<file path="config.mk">
export PLATFORM = sky130hd
export DESIGN_NAME = instr_sequencer_flat
export DESIGN_NICKNAME = d
export VERILOG_FILES = /design/src/rtl/instr_sequencer_pkg.sv /design/src/rtl/instr_sequencer_if.sv /design/src/rtl/instr_sequencer_fifo.sv /design/src/rtl/instr_sequencer.sv /design/src/flat_wrapper.sv
export SDC_FILE = /design/constraint.sdc
export NUM_CORES = 1
export LEC_CHECK = 0
export ABC_CLOCK_PERIOD_IN_PS = 2800
export CORE_ASPECT_RATIO = 1.5
export CORE_MARGIN = 5
export CORE_UTILIZATION = 48
export CTS_BUF_LIST = sky130_fd_sc_hd__clkbuf_8 sky130_fd_sc_hd__clkbuf_16
export DETAILED_ROUTE_END_ITERATION = 10
export GPL_TIMING_DRIVEN = 0
export PLACE_DENSITY = 0.74
export SLEW_MARGIN = 10
export SYNTH_ARGS = -nofsm -noshare
export SYNTH_HDL_FRONTEND = slang
export SYNTH_HIERARCHICAL = 1
export SYNTH_SLANG_ARGS = --single-unit
</file>
<file path="constraint.sdc">
create_clock -name Clock -period 2.8 [get_ports Clock]
set_input_delay 0.28 -clock Clock [delete_from_list [all_inputs] [get_ports Clock]]
set_output_delay 0.28 -clock Clock [all_outputs]
set_load 0.01 [all_outputs]
</file>
<file path="src/rtl/instr_sequencer_pkg.sv">
// Shared definitions for the instruction sequencer.
// Holds the 9-bit word width, the opcode constants of the IIIXXXYYY format,
// the sequencer FSM state enumeration and the immediate-type opcode decode.
package instr_sequencer_pkg;

  localparam int WORD_W = 9;

  localparam logic [2:0] OP_MV   = 3'b000;
  localparam logic [2:0] OP_MVI  = 3'b001;
  localparam logic [2:0] OP_ADD  = 3'b010;
  localparam logic [2:0] OP_SUB  = 3'b011;
  localparam logic [2:0] OP_ADDI = 3'b100;
  localparam logic [2:0] OP_SUBI = 3'b101;

  typedef enum logic [1:0] {
    ST_IDLE  = 2'd0,
    ST_ISSUE = 2'd1,
    ST_IMM   = 2'd2,
    ST_WAIT  = 2'd3
  } seq_state_e;

  // Immediate-type instructions consume the following buffer word as data.
  function automatic logic is_imm(input logic [WORD_W-1:0] w);
    logic [2:0] op;
    op = w[WORD_W-1 -: 3];
    case (op)
      OP_MVI, OP_ADDI, OP_SUBI: is_imm = 1'b1;
      default:                  is_imm = 1'b0;
    endcase
  endfunction

endpackage

</file>
<file path="src/rtl/instr_sequencer_if.sv">
// Host/processor bus of the instruction sequencer.
// slave  : sequencer side (inputs wr_valid, wr_data, Start, Done;
//          outputs wr_ready, DIN, Run, Busy, Err, Count, Icount).
// master : environment side (host writer plus processor).
interface instr_sequencer_if #(parameter int DEPTH = 16) ();
  import instr_sequencer_pkg::*;

  logic                     wr_valid;
  logic [WORD_W-1:0]        wr_data;
  logic                     wr_ready;
  logic                     Start;
  logic [WORD_W-1:0]        DIN;
  logic                     Run;
  logic                     Done;
  logic                     Busy;
  logic                     Err;
  logic [$clog2(DEPTH):0]   Count;
  logic [7:0]               Icount;

  modport slave (
    input  wr_valid, wr_data, Start, Done,
    output wr_ready, DIN, Run, Busy, Err, Count, Icount
  );

  modport master (
    output wr_valid, wr_data, Start, Done,
    input  wr_ready, DIN, Run, Busy, Err, Count, Icount
  );
endinterface

</file>
<file path="src/rtl/instr_sequencer_fifo.sv">
// instr_fifo: synchronous FIFO holding instruction/immediate words.
// Ports: clk_i/rst_i (async active-high), wr_en_i/wr_data_i (write, dropped
// when full), rd_en_i (pop head), head_o (current head), next_o (word behind
// the head, valid when count_o >= 2), full_o, empty_o, count_o.
module instr_fifo #(
  parameter int DEPTH = 16,
  parameter int WIDTH = 9
) (
  input  logic                     clk_i,
  input  logic                     rst_i,
  input  logic                     wr_en_i,
  input  logic [WIDTH-1:0]         wr_data_i,
  input  logic                     rd_en_i,
  output logic [WIDTH-1:0]         head_o,
  output logic [WIDTH-1:0]         next_o,
  output logic                     full_o,
  output logic                     empty_o,
  output logic [$clog2(DEPTH):0]   count_o
);
  localparam int AW = $clog2(DEPTH);

  logic [WIDTH-1:0] mem_q [DEPTH];
  logic [AW-1:0]    wr_ptr_q;
  logic [AW-1:0]    rd_ptr_q;
  logic [AW-1:0]    rd_nxt_s;
  logic [AW:0]      count_q;
  logic             do_wr_s;
  logic             do_rd_s;

  assign full_o   = (count_q == (AW+1)'(DEPTH));
  assign empty_o  = (count_q == (AW+1)'(0));
  assign do_wr_s  = wr_en_i && !full_o;
  assign do_rd_s  = rd_en_i && !empty_o;
  assign rd_nxt_s = rd_ptr_q + AW'(1);
  assign head_o   = mem_q[rd_ptr_q];
  assign next_o   = mem_q[rd_nxt_s];
  assign count_o  = count_q;

  // Pointer and occupancy registers; simultaneous push and pop keep the count.
  always_ff @(posedge clk_i or posedge rst_i) begin
    if (rst_i) begin
      wr_ptr_q <= AW'(0);
      rd_ptr_q <= AW'(0);
      count_q  <= (AW+1)'(0);
    end else begin
      if (do_wr_s) wr_ptr_q <= wr_ptr_q + AW'(1);
      if (do_rd_s) rd_ptr_q <= rd_nxt_s;
      case ({do_wr_s, do_rd_s})
        2'b10:   count_q <= count_q + (AW+1)'(1);
        2'b01:   count_q <= count_q - (AW+1)'(1);
        default: count_q <= count_q;
      endcase
    end
  end

  // Storage array; contents are qualified by the pointers so it needs no reset.
  always_ff @(posedge clk_i) begin
    if (do_wr_s) mem_q[wr_ptr_q] <= wr_data_i;
  end
endmodule

</file>
<file path="src/rtl/instr_sequencer.sv">
// instr_sequencer: buffers host-written instruction words and issues them to a
// processor, one Run strobe per instruction, waiting for Done between them.
// Ports: Clock, Reset (async active-high), bus (instr_sequencer_if.slave):
// host write channel, Start, processor Run/DIN/Done, status Busy/Err/Count/Icount.
module instr_sequencer
  import instr_sequencer_pkg::*;
#(
  parameter int DEPTH = 16,
  parameter int TMO   = 4
) (
  input  logic               Clock,
  input  logic               Reset,
  instr_sequencer_if.slave   bus
);
  localparam int CW = $clog2(DEPTH) + 1;
  localparam int TW = $clog2(TMO) + 1;

  seq_state_e         state_q, state_d;
  logic               active_q, active_d;
  logic               err_q, err_d;
  logic [7:0]         icount_q, icount_d;
  logic [TW-1:0]      tmo_q, tmo_d;
  logic               pop_s, retire_s, tmo_fire_s;
  logic [WORD_W-1:0]  head_s, head_nxt_s, din_s;
  logic               run_s, full_s, empty_s;
  logic [CW-1:0]      count_s;

  // A head is issuable once its whole instruction (plus immediate) is buffered.
  function automatic logic issuable(input logic [WORD_W-1:0] w, input logic [CW-1:0] n);
    if (is_imm(w)) issuable = (n >= CW'(2));
    else           issuable = (n >= CW'(1));
  endfunction

  instr_fifo #(.DEPTH(DEPTH), .WIDTH(WORD_W)) u_fifo (
    .clk_i     (Clock),
    .rst_i     (Reset),
    .wr_en_i   (bus.wr_valid),
    .wr_data_i (bus.wr_data),
    .rd_en_i   (pop_s),
    .head_o    (head_s),
    .next_o    (head_nxt_s),
    .full_o    (full_s),
    .empty_o   (empty_s),
    .count_o   (count_s)
  );

  // State, timeout and status registers.
  always_ff @(posedge Clock or posedge Reset) begin
    if (Reset) begin
      state_q  <= ST_IDLE;
      tmo_q    <= TW'(0);
      active_q <= 1'b0;
      err_q    <= 1'b0;
      icount_q <= 8'd0;
    end else begin
      state_q  <= state_d;
      tmo_q    <= tmo_d;
      active_q <= active_d;
      err_q    <= err_d;
      icount_q <= icount_d;
    end
  end

  // Next-state logic; tmo_q counts cycles since the Run cycle.
  always_comb begin
    state_d    = state_q;
    tmo_d      = tmo_q;
    pop_s      = 1'b0;
    retire_s   = 1'b0;
    tmo_fire_s = 1'b0;
    case (state_q)
      ST_IDLE: begin
        if (active_q && issuable(head_s, count_s)) state_d = ST_ISSUE;
        else                                       state_d = ST_IDLE;
      end
      ST_ISSUE: begin
        pop_s = 1'b1;
        tmo_d = TW'(1);
        if (is_imm(head_s)) state_d = ST_IMM;
        else                state_d = ST_WAIT;
      end
      ST_IMM: begin
        if (bus.Done) begin
          // The immediate leaves on this cycle, so look one word further.
          pop_s    = 1'b1;
          retire_s = 1'b1;
          if (issuable(head_nxt_s, count_s - CW'(1))) state_d = ST_ISSUE;
          else                                        state_d = ST_IDLE;
        end else if (tmo_q == TW'(TMO - 1)) begin
          tmo_fire_s = 1'b1;
          state_d    = ST_IDLE;
        end else begin
          tmo_d = tmo_q + TW'(1);
        end
      end
      ST_WAIT: begin
        if (bus.Done) begin
          retire_s = 1'b1;
          if (issuable(head_s, count_s)) state_d = ST_ISSUE;
          else                           state_d = ST_IDLE;
        end else if (tmo_q == TW'(TMO - 1)) begin
          tmo_fire_s = 1'b1;
          state_d    = ST_IDLE;
        end else begin
          tmo_d = tmo_q + TW'(1);
        end
      end
      default: state_d = ST_IDLE;
    endcase
  end

  // Busy/Err/Icount updates; a timeout overrides a coincident Start.
  always_comb begin
    active_d = active_q;
    err_d    = err_q;
    icount_d = icount_q;
    if (tmo_fire_s) begin
      active_d = 1'b0;
      err_d    = 1'b1;
    end else if (bus.Start && !empty_s) begin
      active_d = 1'b1;
    end else if ((state_q == ST_IDLE) && empty_s) begin
      active_d = 1'b0;
    end else begin
      active_d = active_q;
    end
    if (retire_s) icount_d = icount_q + 8'd1;
    else          icount_d = icount_q;
  end

  // Output decode from the current state.
  always_comb begin
    run_s = 1'b0;
    din_s = {WORD_W{1'b0}};
    case (state_q)
      ST_ISSUE: begin
        run_s = 1'b1;
        din_s = head_s;
      end
      ST_IMM:  din_s = head_s;
      ST_WAIT: din_s = {WORD_W{1'b0}};
      default: din_s = {WORD_W{1'b0}};
    endcase
  end

  assign bus.Run      = run_s;
  assign bus.DIN      = din_s;
  assign bus.Busy     = active_q;
  assign bus.Err      = err_q;
  assign bus.Count    = count_s;
  assign bus.Icount   = icount_q;
  assign bus.wr_ready = !full_s;
endmodule

</file>
<file path="src/flat_wrapper.sv">
// flat-port wrapper written by rule: the top's interface ports become plain ports
module instr_sequencer_flat import instr_sequencer_pkg::*;
#(
  parameter int DEPTH = 16,
  parameter int TMO   = 4
)
  (Clock, Reset, bus_wr_valid, bus_wr_data, bus_Start, bus_Done, bus_wr_ready, bus_DIN, bus_Run, bus_Busy, bus_Err, bus_Count, bus_Icount);
  instr_sequencer_if #(.DEPTH(DEPTH)) bus_i ();
  input  logic Clock;
  input  logic Reset;
  input wire logic [$bits(bus_i.wr_valid)-1:0] bus_wr_valid;
  input wire logic [$bits(bus_i.wr_data)-1:0] bus_wr_data;
  input wire logic [$bits(bus_i.Start)-1:0] bus_Start;
  input wire logic [$bits(bus_i.Done)-1:0] bus_Done;
  output wire logic [$bits(bus_i.wr_ready)-1:0] bus_wr_ready;
  output wire logic [$bits(bus_i.DIN)-1:0] bus_DIN;
  output wire logic [$bits(bus_i.Run)-1:0] bus_Run;
  output wire logic [$bits(bus_i.Busy)-1:0] bus_Busy;
  output wire logic [$bits(bus_i.Err)-1:0] bus_Err;
  output wire logic [$bits(bus_i.Count)-1:0] bus_Count;
  output wire logic [$bits(bus_i.Icount)-1:0] bus_Icount;
  assign bus_i.wr_valid = bus_wr_valid;
  assign bus_i.wr_data = bus_wr_data;
  assign bus_i.Start = bus_Start;
  assign bus_i.Done = bus_Done;
  assign bus_wr_ready = bus_i.wr_ready;
  assign bus_DIN = bus_i.DIN;
  assign bus_Run = bus_i.Run;
  assign bus_Busy = bus_i.Busy;
  assign bus_Err = bus_i.Err;
  assign bus_Count = bus_i.Count;
  assign bus_Icount = bus_i.Icount;
  instr_sequencer #(.DEPTH(DEPTH), .TMO(TMO)) u_core (.Clock(Clock), .Reset(Reset), .bus(bus_i));
endmodule
</file>
==> impl_metrics.yaml, run 1 <==
run_status:
  status: "finished clean"
grt:
  grt_pass1_vias: 5177
  antenna_found_initial: 0
  gr-total-overflow: 0
  grt_pass1_wl_microns: 27600
  grt_usage_pct: 19.2
  grt_max_degree: 20
placed_design:
  place_congestion: 1.03
  dp_hpwl_microns: 12200
  port_buffers: 39
timing:
  hold_slack_ns: 0.219
  setup_violations: 0
  skew_ns: 0.0125
  worst_pin_slew_ns: 0.997
  min_period_ns: 2.77
  hold_viol_final: 0
  finalMaxSlewViolations: 0
  tns_ns: 0
  fmax_mhz: 360
  rsz0062_at_grt: "yes"
  period_share_pct: 99.1
  worst_slew_margin_rel_pct: 33.3
clock_tree:
  cts_buffers: 17
  clock_sinks: 172
  holdBufCountCts: 0
  h-tree-depth: 4
  cts_tree: "yes"
  cts_buffer_depth: 2
  clk_pin_slew_ns: 0.07
  insertion_delay_ns: 0.43
  cts-root-buf: "clkbuf_16"
routing:
  vias_per_cell: 5.86
  via_count: 4885
  drc: 0
  drtIter0Drc: 438
  final_antenna_net_count: 0
  drtPass1Iterations: 5
  wl_microns: 18300
  avgRoutedWirePerCell_microns: 22.0
power_and_ir_drop:
  seqPwrFrac_pct: 29.9
  power_density_nw_per_um2: 1190
  power_frac_comb_pct: 49.4
  p_sw_mw: 4.40
  switching_share_pct: 38.1
  irDropWorstVdd_mv: 0.680
  p_clk_share_pct: 20.7
  p_leak_nw: 3.52
  intPower_mw: 7.15
  total_power_mw: 11.5
finish:
  final_util_pct: 59.9
  fillCellCount: 1160
  antenna_cells: 0
  drive_above_1_share_pct: 27.6
  num-nets-final: 651
  area_growth_syn_to_layout_pct: 22.5
synthesis:
  syn_area_sq_um: 7910
  yosysWarnings: 6
  syn_area_per_cell_sq_um: 14.7
  syn-num-nets: 576
  syn_inst: 539
critical_path:
  endpoint_kind: "register"
  cp_data_arrival_time_ns: 3.08
  required_ns: 3.11
  start_kind: "register"
  criticalPathCategory: "reg -> reg"
  crit_fanout: 5
  reg2reg_slack_ns: 0.03
floorplan:
  design.die.area_sq_um: 19200
  core-area_sq_um: 16200
  core.rowCount: 57
  io_pins: 40
  die_w_microns: 115
  initial_core_util_pct: 48.9
  die_y_microns: 167
hold_path:
  hp-class: "in -> async"
run:
  maxCapViolCount: 0
==> path summary, 6_finish.rpt <==
check                                  startpoint                       end  depth (start not counted)
min in group Clock                 u_core/bus.Err            u_core/bus.Err                          1
worst min register to register     u_core/bus.Err            u_core/bus.Err                          1
max in group asynchronous                   Reset         u_core/state_q[0]                          2
worst min-delay path                        Reset  u_core/u_fifo/count_o[4]                          2
worst max-delay path            u_core/state_q[0]  u_core/u_fifo/count_o[4]                         14
worst max register to register  u_core/state_q[0]  u_core/u_fifo/count_o[4]                         14
==> power by group through the flow <==
stage	sequential (mW)	clock [mW]	combinational [mW]
floorplan	3.47	0	3.36
global placement	3.48	0	4.78
detailed placement	3.51	0	4.92
CTS	3.44	2.42	5.28
global route	3.48	2.55	6.12
finish	3.45	2.39	5.71
==> what timing repair did <==
| item | 4_1_cts | 5_1_grt |
|---|---|---|
| setup endpoints to repair | 11 | 11 |
| pin swaps | 9 | 10 |
| endpoints found under the hold margin | 0 | 0 |
| resized for setup | 62 | 51 |
| buffers inserted | 6 | 8 |
==> placed cells by master, fill, tap and decap left out, types with 7 or more instances in the layout <==
master / n
dfrtp_1: 23
buf_4: 23
a221oi_2: 8
clkbuf_16: 17
a21oi_1: 7
and2_1: 12
inv_1: 15
o21ai_1: 9
mux4_2: 24
edfxtp_1: 144
a22oi_1: 7
nand3_1: 11
nand2_1: 50
o21ai_0: 17
xnor2_1: 12
ha_1: 16
clkdlybuf4s50_1: 30
nor2_1: 19
mux2_2: 10
mux2i_1: 29
==> per-stage QoR <==
stage | instances | setup WS, ns | cell area, sq um
2_1_floorplan | 539 | 0.0232 | 7940
3_3_place_gp | 784 | -0.315 | 8590
3_5_place_dp | 788 | -0.393 | 8640
4_1_cts | 825 | -0.00406 | 9480
5_1_grt | 833 | -0.0933 | 9690
6_report | 833 | 0.0261 | 9690
==> worst max-delay path, cell delays in order (launching register included) <==
cell and delay [ns]:
dfrtp_1 0.41, inv_2 0.13, ha_4 0.17, a21oi_1 0.06
nor2b_1 0.10, nor2b_2 0.13, buf_4 0.14, ha_4 0.17
inv_2 0.06, fa_2 0.36, nor2b_1 0.13, o21ai_1 0.11
nand3_1 0.09, or3b_2 0.45, xnor2_1 0.14
==> state kept, by name, indices dropped and copies added (netlist names) <==
name,flops
u_core/bus.Busy,1
u_core/bus.Err,1
u_core/bus.Icount,8
u_core/state_q,2
u_core/tmo_q,3
u_core/u_fifo/count_o,5
u_core/u_fifo/mem_q,144
u_core/u_fifo/rd_ptr_q,4
u_core/u_fifo/wr_ptr_q,4
==> metal layers <==
layer	part of all wire, %	global-route usage (%)	vias to the layer above
met4	4.7	9.96	0
met5	0	0	-
met2	56	35.6	212
met3	5.1	3.57	65
li1	-	-	2175
met1	34	20.3	2433
==> area by class of cell <==
| type | count | area [sq um] | share of cell area (%) |
|---|---|---|---|
| plain buffers | 34 | 275 | 2.84 |
| multi-input cells | 313 | 2930 | 30.2 |
| clock inverters | 15 | 190 | 1.96 |
| flip-flops and latches | 172 | 5030 | 51.9 |
| inverters | 19 | 71.3 | 0.736 |
| clock buffers | 17 | 425 | 4.39 |
| repair buffers | 57 | 509 | 5.26 |
| well taps | 206 | 258 | 2.66 |
(Power assumes the default switching activity.)
==> inputs of run 2 (changes only) <==
CORE_UTILIZATION = 55   (was 48)
PLACE_DENSITY = 0.83   (was 0.74)
==> run 2 against run 1 <==
The flow now finishes with violations (setup timing); design area up 0.58%; sequential cell count did not move; global-route usage rose by 4.0 points; sequential power barely moved; non-clock buffer count decreased by 3; clock power down 3%; critical path type is now reg -> out; critical endpoint is now bus_DIN[8].
==> impl_metrics.yaml, run 2 (same netlist as run 1, synthesis figures left out) <==
finish:
  antenna_cells: 0
  largest_reg_flops: 144
  fin_area_sq_um: 9750
  final_cell_mix: "edfxtp_1 (144), nand2_1 (49), clkdlybuf4s50_1 (30)"
  top_register: "u_core/u_fifo/mem_q"
  final_util_pct: 69.3
  num-nets-final: 648
  drive_above_1_share_pct: 29.0
  fillCellCount: 879
  layout.cells.most_common: "edfxtp_1"
  area_growth_syn_to_layout_pct: 23.2
timing:
  skew_ns: 0.0117
  setup_violations: 1
  hold_viol_final: 0
  worst_slew_margin_rel_pct: 28.0
  min_period_ns: 2.81
  rsz0062_at_grt: "yes"
  period_share_pct: 100
  worst_pin_slew_ns: 1.08
  fmax_mhz: 356
  setup_slack_ns: -0.00865
  finalMaxSlewViolations: 0
power_and_ir_drop:
  p_clk_share_pct: 19.9
  irDropWorstVdd_mv: 0.685
  power_frac_comb_pct: 50.4
  p_sw_mw: 4.49
  p_leak_nw: 3.52
  switching_share_pct: 38.3
  power_density_nw_per_um2: 1200
  intPower_mw: 7.22
  total_power_mw: 11.7
  seqPwrFrac_pct: 29.6
critical_path:
  endpoint_kind: "output pin"
  crit_fanout: 10
  criticalPathCategory: "reg -> out"
  r2r_end: "u_core/state_q[0]"
  reg2reg_slack_ns: 0
  ff2ff_path_depth: 10
  cp_data_arrival_time_ns: 2.53
  start_kind: "register"
  rr_startpoint: "u_core/u_fifo/rd_ptr_q[1]"
  required_ns: 2.52
routing:
  drc: 0
  final_antenna_net_count: 0
  drtPass1Iterations: 5
  wl_microns: 18900
  avgRoutedWirePerCell_microns: 23.1
  vias_per_cell: 6.03
  via_count: 4921
  drtIter0Drc: 487
clock_tree:
  cts_tree: "yes"
  cts_buffers: 17
  h-tree-depth: 4
  cts-root-buf: "clkbuf_16"
  insertion_delay_ns: 0.44
  cts_buffer_depth: 2
  holdBufCountCts: 0
  clk_pin_slew_ns: 0.07
  clock_sinks: 172
run_status:
  status: "complete, but fails checks"
  violations: "setup timing"
grt:
  gr-total-overflow: 0
  antenna_found_initial: 0
  grt_pass1_vias: 5233
  grt_max_degree: 19
  grt_pass1_wl_microns: 28500
  grt_usage_pct: 23.3
placed_design:
  place_area_sq_um: 8590
  port_buffers: 39
  place_congestion: 0.930
  post-place-ws_ns: -0.352
  dp_hpwl_microns: 12600
floorplan:
  design.die.area_sq_um: 16900
  die_y_microns: 157
  core.rowCount: 53
  io_pins: 40
  initial_core_util_pct: 56.3
  die_w_microns: 108
  core-area_sq_um: 14100
run:
  maxCapViolCount: 0
hold_path:
  hp-class: "in -> async"
run 2: changes by cell type in the layout (fill, tap and decap cells not counted), sizes merged:
cell	before	now
buf	44	36
clkbuf	27	35
dlygate4sd2	5	3
clkdlybuf4s15	2	1
clkinvlp	0	1
inv	28	27
run 2: final cells by class:
cell class | instances | area [sq um] | area share [%]
timing repair buffer | 54 | 495 | 5.08
buffer | 34 | 305 | 3.13
multi-input combinational | 313 | 3000 | 30.8
inverter | 19 | 71.3 | 0.732
tap | 192 | 240 | 2.47
sequential | 172 | 5030 | 51.6
clock buffer | 17 | 425 | 4.37
clock inverter | 15 | 176 | 1.81
run 2: timing repair:
item / 4_1_cts / 5_1_grt
buffers inserted: 10 / 4
setup endpoints to repair: 11 / 11
resized for setup: 93 / 41
endpoints found under the hold margin: 0 / 0
pin swaps: 6 / 6
gates cloned: 0 / 1
run 2: worst max-delay path by stage:
stage | start | end | slack (ns) | cells past startpoint
6_report | u_core/u_fifo/rd_ptr_q[0] | bus_DIN[8] | -0.009 | 9
5_1_grt | u_core/u_fifo/rd_ptr_q[0] | bus_DIN[8] | -0.05 | 9
4_1_cts | u_core/u_fifo/rd_ptr_q[0] | bus_DIN[6] | 0.002 | 9
3_5_place_dp | bus_Done | u_core/u_fifo/count_o[4] | -0.35 | 13
3_3_place_gp | bus_Done | u_core/u_fifo/count_o[4] | -0.28 | 13
2_1_floorplan | u_core/u_fifo/count_o[1] | u_core/u_fifo/count_o[4] | 0.02 | 13
run 2: stage by stage:
stage	TNS, ns	hold WS [ns]	cells
after floorplan	0	0.157	539
after global placement	-1.61	0.440	770
after detailed placement	-2.16	0.446	770
after CTS	0	0.231	811
after global routing	-0.162	0.273	816
final	-0.00865	0.234	816
run 2: power groups by stage:
stage | logic (mW) | registers (mW) | clock network, mW
2_1_floorplan | 3.36 | 3.47 | 0
3_3_place_gp | 4.75 | 3.48 | 0
3_5_place_dp | 4.93 | 3.51 | 0
4_1_cts | 5.49 | 3.45 | 2.36
5_1_grt | 6.25 | 3.51 | 2.48
6_report | 5.90 | 3.47 | 2.33
run 2: metal layers:
layer / global-route usage [%] / vias up / wire [microns] / part of all wire (%)
met2: 41.8 / 215 / 10400 / 55
met4: 15.0 / 0 / 1100 / 5.8
li1: - / 2178 / - / -
met1: 24.3 / 2466 / 6530 / 35
met3: 4.79 / 62 / 847 / 4.5
met5: 0 / - / 0 / 0
run 2: worst max-delay path, stage by stage (launching register included):
cell and delay (ns):
dfrtp_1 0.41, buf_6 0.17, buf_12 0.16, buf_16 0.18, mux2i_4 0.28, a221oi_2 0.09
a22oi_1 0.24, nand2_1 0.10, and2_1 0.16, dlygate4sd2_1 0.29
